**src/rtl/rect_draw_sequencer.sv**
```systemverilog
// rect_draw_sequencer: per-frame erase/draw rectangle job issuer for the drawer.
// Holds NEW/SHADOW/OLD sprite tables and hands the drawer one job at a time.
module rect_draw_sequencer #(
    parameter int          NUM_OBJ   = 4,
    parameter logic [2:0]  BG_COLOUR = 3'b000,
    localparam int         IW        = $clog2(NUM_OBJ)
) (
    input  logic          i_clk,
    input  logic          i_reset_n,
    input  logic          i_wr_en,
    input  logic [IW-1:0] i_wr_idx,
    input  logic [7:0]    i_wr_x,
    input  logic [6:0]    i_wr_y,
    input  logic [4:0]    i_wr_w,
    input  logic [4:0]    i_wr_h,
    input  logic [2:0]    i_wr_c,
    input  logic          i_wr_valid,
    input  logic          i_frame_start,
    output logic [7:0]    o_rd_x,
    output logic [6:0]    o_rd_y,
    output logic [4:0]    o_rd_w,
    output logic [4:0]    o_rd_h,
    output logic [2:0]    o_rd_c,
    output logic          o_rd_load_n,
    output logic          o_rd_draw,
    input  logic          i_rd_done,
    output logic          o_busy,
    output logic          o_frame_done
);
    typedef struct packed {
        logic [7:0] x;
        logic [6:0] y;
        logic [4:0] w;
        logic [4:0] h;
        logic [2:0] c;
    } job_t;
    typedef struct packed {
        job_t j;
        logic v;
    } rec_t;
    typedef enum logic [2:0] {S_IDLE, S_ESEL, S_DSEL, S_LOAD, S_RUN, S_COMMIT} state_t;

    state_t          r_state, w_state_n;
    logic [IW-1:0]   r_idx, w_idx_n;
    logic            r_pass, w_pass_n;
    logic            w_ld;
    rec_t            r_new [NUM_OBJ];
    rec_t            r_shd [NUM_OBJ];
    rec_t            r_old [NUM_OBJ];
    job_t            r_job;
    rec_t            w_rec;
    job_t            w_job;
    logic            w_last;

    // Erase scan reads the last drawn copy, draw scan reads the frame snapshot
    assign w_rec  = (r_state == S_DSEL) ? r_shd[r_idx] : r_old[r_idx];
    assign w_job  = {w_rec.j.x, w_rec.j.y, w_rec.j.w, w_rec.j.h,
                     (r_state == S_DSEL) ? w_rec.j.c : BG_COLOUR};
    assign w_last = r_idx == IW'(NUM_OBJ - 1);

    always_comb begin
        w_state_n = r_state;
        w_idx_n   = r_idx;
        w_pass_n  = r_pass;
        w_ld      = 1'b0;
        case (r_state)
            S_IDLE: if (i_frame_start) begin
                w_state_n = S_ESEL;
                w_idx_n   = '0;
            end
            S_ESEL, S_DSEL: if (w_rec.v) begin
                w_state_n = S_LOAD;
                w_pass_n  = r_state == S_DSEL;
                w_ld      = 1'b1;
            end else if (w_last) begin
                w_state_n = (r_state == S_ESEL) ? S_DSEL : S_COMMIT;
                w_idx_n   = '0;
            end else begin
                w_idx_n = r_idx + 1'b1;
            end
            S_LOAD: w_state_n = S_RUN;
            // Terminal compare on the last record keeps idx from wrapping into a re-scan
            S_RUN: if (i_rd_done) begin
                if (w_last) begin
                    w_state_n = r_pass ? S_COMMIT : S_DSEL;
                    w_idx_n   = '0;
                end else begin
                    w_state_n = r_pass ? S_DSEL : S_ESEL;
                    w_idx_n   = r_idx + 1'b1;
                end
            end
            S_COMMIT: w_state_n = S_IDLE;
            default:  w_state_n = S_IDLE;
        endcase
    end

    always_ff @(posedge i_clk or negedge i_reset_n) begin
        if (!i_reset_n) begin
            r_state <= S_IDLE;
            r_idx   <= '0;
            r_pass  <= 1'b0;
            r_job   <= '0;
            for (int i = 0; i < NUM_OBJ; i++) begin
                r_new[i] <= '0;
                r_shd[i] <= '0;
                r_old[i] <= '0;
            end
        end else begin
            r_state <= w_state_n;
            r_idx   <= w_idx_n;
            r_pass  <= w_pass_n;
            if (w_ld)
                r_job <= w_job;
            if (i_wr_en)
                r_new[i_wr_idx] <= {i_wr_x, i_wr_y, i_wr_w, i_wr_h, i_wr_c, i_wr_valid};
            if (r_state == S_IDLE && i_frame_start)
                r_shd <= r_new;
            if (r_state == S_COMMIT)
                r_old <= r_shd;
        end
    end

    assign o_rd_x       = r_job.x;
    assign o_rd_y       = r_job.y;
    assign o_rd_w       = r_job.w;
    assign o_rd_h       = r_job.h;
    assign o_rd_c       = r_job.c;
    assign o_rd_load_n  = r_state != S_LOAD;
    assign o_rd_draw    = r_state == S_RUN && !i_rd_done;
    assign o_busy       = r_state != S_IDLE && r_state != S_COMMIT;
    assign o_frame_done = r_state == S_COMMIT;
endmodule
```
**config.mk**
```make
export PLATFORM = sky130hd
export DESIGN_NAME = rect_draw_sequencer
export DESIGN_NICKNAME = d
export VERILOG_FILES = /design/src/rtl/rect_draw_sequencer.sv
export SDC_FILE = /design/constraint.sdc
export NUM_CORES = 1
export LEC_CHECK = 0
export ABC_CLOCK_PERIOD_IN_PS = 3600
export BUFFER_PORTS_ARGS = -buffer_cell sky130_fd_sc_hd__buf_2
export CAP_MARGIN = 30
export CORE_MARGIN = 2
export CORE_UTILIZATION = 30
export DETAILED_ROUTE_END_ITERATION = 8
export PLACE_DENSITY = 0.54
export SLEW_MARGIN = 20
export SYNTH_ARGS = -nofsm -noshare
export SYNTH_HDL_FRONTEND = slang
export SYNTH_SLANG_ARGS = --single-unit
```
**constraint.sdc**
```tcl
create_clock -name i_clk -period 3.6 [get_ports i_clk]
set_clock_uncertainty 0.1 [all_clocks]
set_input_delay 0.72 -clock i_clk [delete_from_list [all_inputs] [get_ports i_clk]]
set_output_delay 0.72 -clock i_clk [all_outputs]
set_load 0.02 [all_outputs]
```
Word-level counts from Yosys, hierarchy flattened

Index checks and enable logic that the tools add are counted.
Widths: inputs -> output; s select.

Bits in registers: 382
Bits of input ports: 36
Output and inout bits: 32

Add/sub/neg operators: 1
Magnitude comparators: 3
Equality and inequality tests: 12
Muxes and demuxes: 27
Bitwise logic cells: 2
Reductions and logical operators: 12

Operator list:

| operator            | number |
|---|---|
| $mux 29             | 6 |
| $bmux 29 s2         | 2 |
| $bwmux 116          | 1 |
| $demux 29 s2        | 1 |
| $mux 3              | 8 |
| $pmux 3 s4          | 1 |
| $mux 2              | 5 |
| $eq 3x2->1 const B  | 2 |
| $eq 3x3->1 const B  | 2 |
| $ge 3x3->1 const B  | 2 |
| $ne 2x2->1 const B  | 3 |
| $ne 3x3->1 const B  | 2 |
| $not 2->3           | 2 |
| $pmux 2 s3          | 1 |
| $reduce_bool 3->1   | 2 |
| $logic_and 1x1->1   | 4 |
| $reduce_and 4->1    | 1 |
| $eq 3x1->1 const B  | 1 |
| $logic_not 3->1     | 1 |
| $lt 3x1->1 const B  | 1 |
| $ne 3x2->1 const B  | 1 |
| $reduce_and 3->1    | 1 |
| $add 2x1->2 const B | 1 |
| $eq 2x2->1 const B  | 1 |
| 4 further kinds     | 5 |

Depth between registers and ports, before layout

Depth in word-level cells: 7
Mapped depth: 7

Least setup slack after synthesis

No wires, ideal clock.

Path kind: register to register
Start: reg r_idx[0]
End: reg r_job, in the netlist o_rd_x[1]
Setup time: 0.125 ns
Data arrival time: 2.360 ns
Path slack: 1.015 ns
Stages on the path, launching flop included: 7
Cells stage by stage: dfrtp_1 > buf_2 > buf_1 > buf_2 > mux4_2 > mux2_2 > mux2_4

Word-level cells in the longest chain between the ends: 7
Elaborated cells on any way between the ends: 10

Ends and longest elaborated chain:

| element                                     | line | text |
|---|---|---|
| start, declared                             | 44   | `logic [IW-1:0] r_idx, w_idx_n;` |
| start signal, assigned                      | 110  | `r_idx <= w_idx_n;` |
| $not 2->3 (not written as such) *           | 56   | `assign w_rec = (r_state == S_DSEL) ? r_shd[r_idx] : r_old[r_idx];` |
| $bmux 29 s2                                 | 56   |  |
| $mux 29 (not written as such) (2 in series) | 56   |  |
| $mux 29 *                                   | 56   |  |
| $mux 1                                      | 71   | `S_ESEL, S_DSEL: if (w_rec.v) begin` |
| $mux 1                                      | 66   | `case (r_state)` |
| end signal, assigned                        | 113  | `r_job <= w_job;` |
| end, declared                               | 50   | `job_t r_job;` |

Mark *: on every way between the ends. The rest lies on a longest branch, timed or not. The select of a mux whose other input is x is not followed.
A chain may end at the register's enable or synchronous reset.

Worst setup path in the final report

Start: reg r_idx[1]
End: reg r_job, in the netlist o_rd_x[7]

The elaborated chain is that of the path after synthesis.

==> run summary <==
## Run status
- **run status** completed

## Cells and area
- **layout overhead on the synthesized area** 16.33%
- **Final Instance Area** 18210 µm²
- **non-filler instance count after layout** 1933
- **Post-layout nets** 1260
- **share of layout cells above drive strength 1** 0.3986
- **post-route core utilization** 0.3542

## Detailed routing
- **detailed-routing iteration count for the pre-antenna-repair pass** 5
- **final wirelength** 34.38 mm
- **DR DRC count** 0
- **total number of vias** 9129
- **Iteration-0 DRC Markers** 535
- **vias per inst** 4.723
- **Routed Antenna Nets** 0
- **final routed wire length divided by cell count** 17.79 µm

## Global route
- **number of antenna violations at the first check in global routing** 1
- **wire length of the first global-routing pass** 55.08 mm
- **largest net degree at the start of global routing** 105
- **overall routing resource usage** 0.1305
- **GRT Residual Overflow** 0
- **via count of the first global-routing pass** 9611

## CTS
- **number of H-tree levels** 2
- **Clk Tree Root Cell** clkbuf_16
- **Clock Sinks** 370
- **clock-pin slew on the worst setup and hold paths** 0.06 ns
- **number of hold buffers added after cts** 0
- **maximum clock insertion buffer count** 3
- **total setup buffers inserted after CTS** 0
- **insertion delay to the later sink of the worst-skew pair** 0.54 ns
- **clock tree from TritonCTS** built
- **Gates resized, CTS repair** 0
- **number of buffers created by CTS** 41

## Synth
- **number of enable-type register cells in the synthesized netlist** 0
- **register bit count reported by yosys** 370
- **mean instance size in the synthesized netlist** 13.53 µm²
- **post-synth design cell area** 15650 µm²
- **number of distinct library cell variants in the gate-level netlist after synthesis** 38
- **number of warnings printed during yosys synthesis** 0
- **number of nets in the synthesized netlist** 1195
- **ys flop type** dfrtp_1
- **gate count of the mapped netlist** 1157
- **commonest cells in the synthesized netlist** 370 x dfrtp_1, 319 x nand2_1, 265 x mux2_2
- **top-count cell post-synth** dfrtp_1
- **area fraction of the dominant cell type after synthesis** 0.5916
- **main area contributors after synthesis** dfrtp_1 59%, mux2_2 19%, mux4_2 7.9%
- **biggest area consumer among synthesized cells** dfrtp_1
- **share of synthesized flip-flops with an asynchronous set or reset** 1.000
- **sequential-to-total area share from yosys stat** 0.5916

## Power
- **internal power contribution** 11.01 mW
- **Net Switching** 4.818 mW
- **maximum vdd drop** 300.7 µV
- **logic gate share of total power** 0.303
- **total power** 15.83 mW
- **sequential cell fraction of total power** 0.434
- **total power divided by cell area** 869.6 nW/µm²
- **net switching fraction of the power** 0.3044
- **fraction of power consumed by the clock network** 0.263
- **leak pwr** 8.194 nW

## Setup path
- **maximum fanout along the worst path** 15
- **Required @ worst endpoint** 3.92 ns
- **launching element type of the critical path** register
- **Critical Path Start** r_idx[1]$_DFFE_PN0P_
- **kind of capture point of the worst setup path** register
- **Worst Setup Path Type** reg -> reg
- **Data arrival, critical path** 3.11 ns
- **worst flop-to-flop path startpoint** r_idx[1]$_DFFE_PN0P_

## Floorplanning
- **IO Pins** 68
- **horizontal die dimension** 232.4 µm
- **chip height** 232.4 µm
- **starting density of the core** 0.3044
- **number of placement rows** 83
- **Die Outline Area** 54010 µm²
- **placeable core area** 51410 µm²

## STA
- **Worst-Margin Slew** 0.8495 ns
- **period utilization** 0.7743
- **Fin Setup TNS** 0 ns
- **Peak Freq** 358.8 MHz
- **Final Hold Violating Endpoints** 0
- **Finish-stage setup viols** 0
- **Final WS setup** 0.8127 ns
- **worst slew margin relative to its limit** 0.4190
- **unrepaired setup endpoints after global routing** no
- **count of final max-slew check failures** 0
- **post-route worst hold slack** 0.06676 ns
- **Min Clock Period, post-route** 2.787 ns

## Place
- **worst slack, placed** 0.8010 ns
- **Cell Count Post-Placement** 1859
- **Placer Congestion** 0.7197
- **count of input and output buffers** 67
- **Final HPWL DP** 20.12 mm
- **total placed instance area** 16850 µm²

## Min path
- **Hold Path Class** in -> async

## Run
- **maximum capacitance violations** 0

area by class of cell:
cell class                 instances  area, µm²
clock buffer                      62       1207
clock inverter                    11      141.4
inverter                           4      16.27
sequential                       370       9264
tap                              680      850.8
antenna                            1      2.502
fill                            5041      33200
multi-input combinational        714       6123
timing repair buffer              91      600.6
power groups by stage:
stage,clock [mW],combinational (mW),sequential [mW]
2_1_floorplan,0,3.77,6.62
3_3_place_gp,0,4.74,6.92
3_5_place_dp,0,4.87,6.94
4_1_cts,4.31,4.89,6.89
5_1_grt,4.49,5.28,7.08
6_report,4.17,4.79,6.87
layer usage:
metal	vias up	wire length, µm	global-route usage
met3	54	1360	0.02426
met1	4800	15900	0.1797
li1	4138	-	-
met4	2	624	0.03145
met5	-	11	0
met2	135	16480	0.2125
worst paths after layout:
kind	cells past startpoint	end	slack, ns
min	1	r_shd[49]$_DFFE_PN0P_	0.07
min reg2reg	2	r_old[46]$_DFFE_PN0P_	0.37
max	6	o_rd_x[7]$_DFFE_PN0P_	0.81
max in group asynchronous	2	r_shd[105]$_DFFE_PN0P_	2.42
min in group i_clk	2	r_state[2]$_DFFE_PN0P_	0.33
max reg2reg	6	o_rd_x[7]$_DFFE_PN0P_	0.81
sequential cells by signal, summed over array words and instances (netlist names):
name and flops:
r_old 104, r_pass 1, r_idx 2, o_rd_w 5
o_rd_c 3, o_rd_h 5, o_rd_y 7, r_state 3
r_shd 116, r_new 116, o_rd_x 8
cells in the final DEF (no fill, tap or decap), drive strengths merged, types with 2 or more instances in the layout:
master	n
nor2	6
clkinvlp	3
a21oi	3
clkinv	5
nor3	2
nor2b	2
and3b	2
nor3b	5
inv	4
bufinv	3
mux4	55
ha	2
nand3	4
mux2	285
mux2i	3
nand2b	3
clkbuf	62
dfrtp	370
o21ai	5
o22ai	2
nand3b	3
nand2	319
buf	91
kinds of logic after synthesis:
| family | Yosys count | share of synthesized area |
|---|---|---|
| AO/OA/AOI/OAI | 20 | 0.008795 |
| XOR/XNOR | 1 | 0.0005597 |
| adder cells (fa/ha/maj) | 2 | 0.001599 |
| buffers and inverters | 73 | 0.01871 |
| flip-flops | 370 | 0.5916 |
| multiplexers | 343 | 0.2909 |
| AND/OR/NAND/NOR | 348 | 0.08779 |
worst max-delay path, cell delays in order, from the launching register on:
cell      delay (ns)
dfrtp_2         0.58
mux4_2          0.37
a222oi_1        0.14
buf_4           0.18
nor2_4          0.47
buf_4           0.44
mux2_2          0.38
Note: power is estimated with default switching activity, not from simulation.
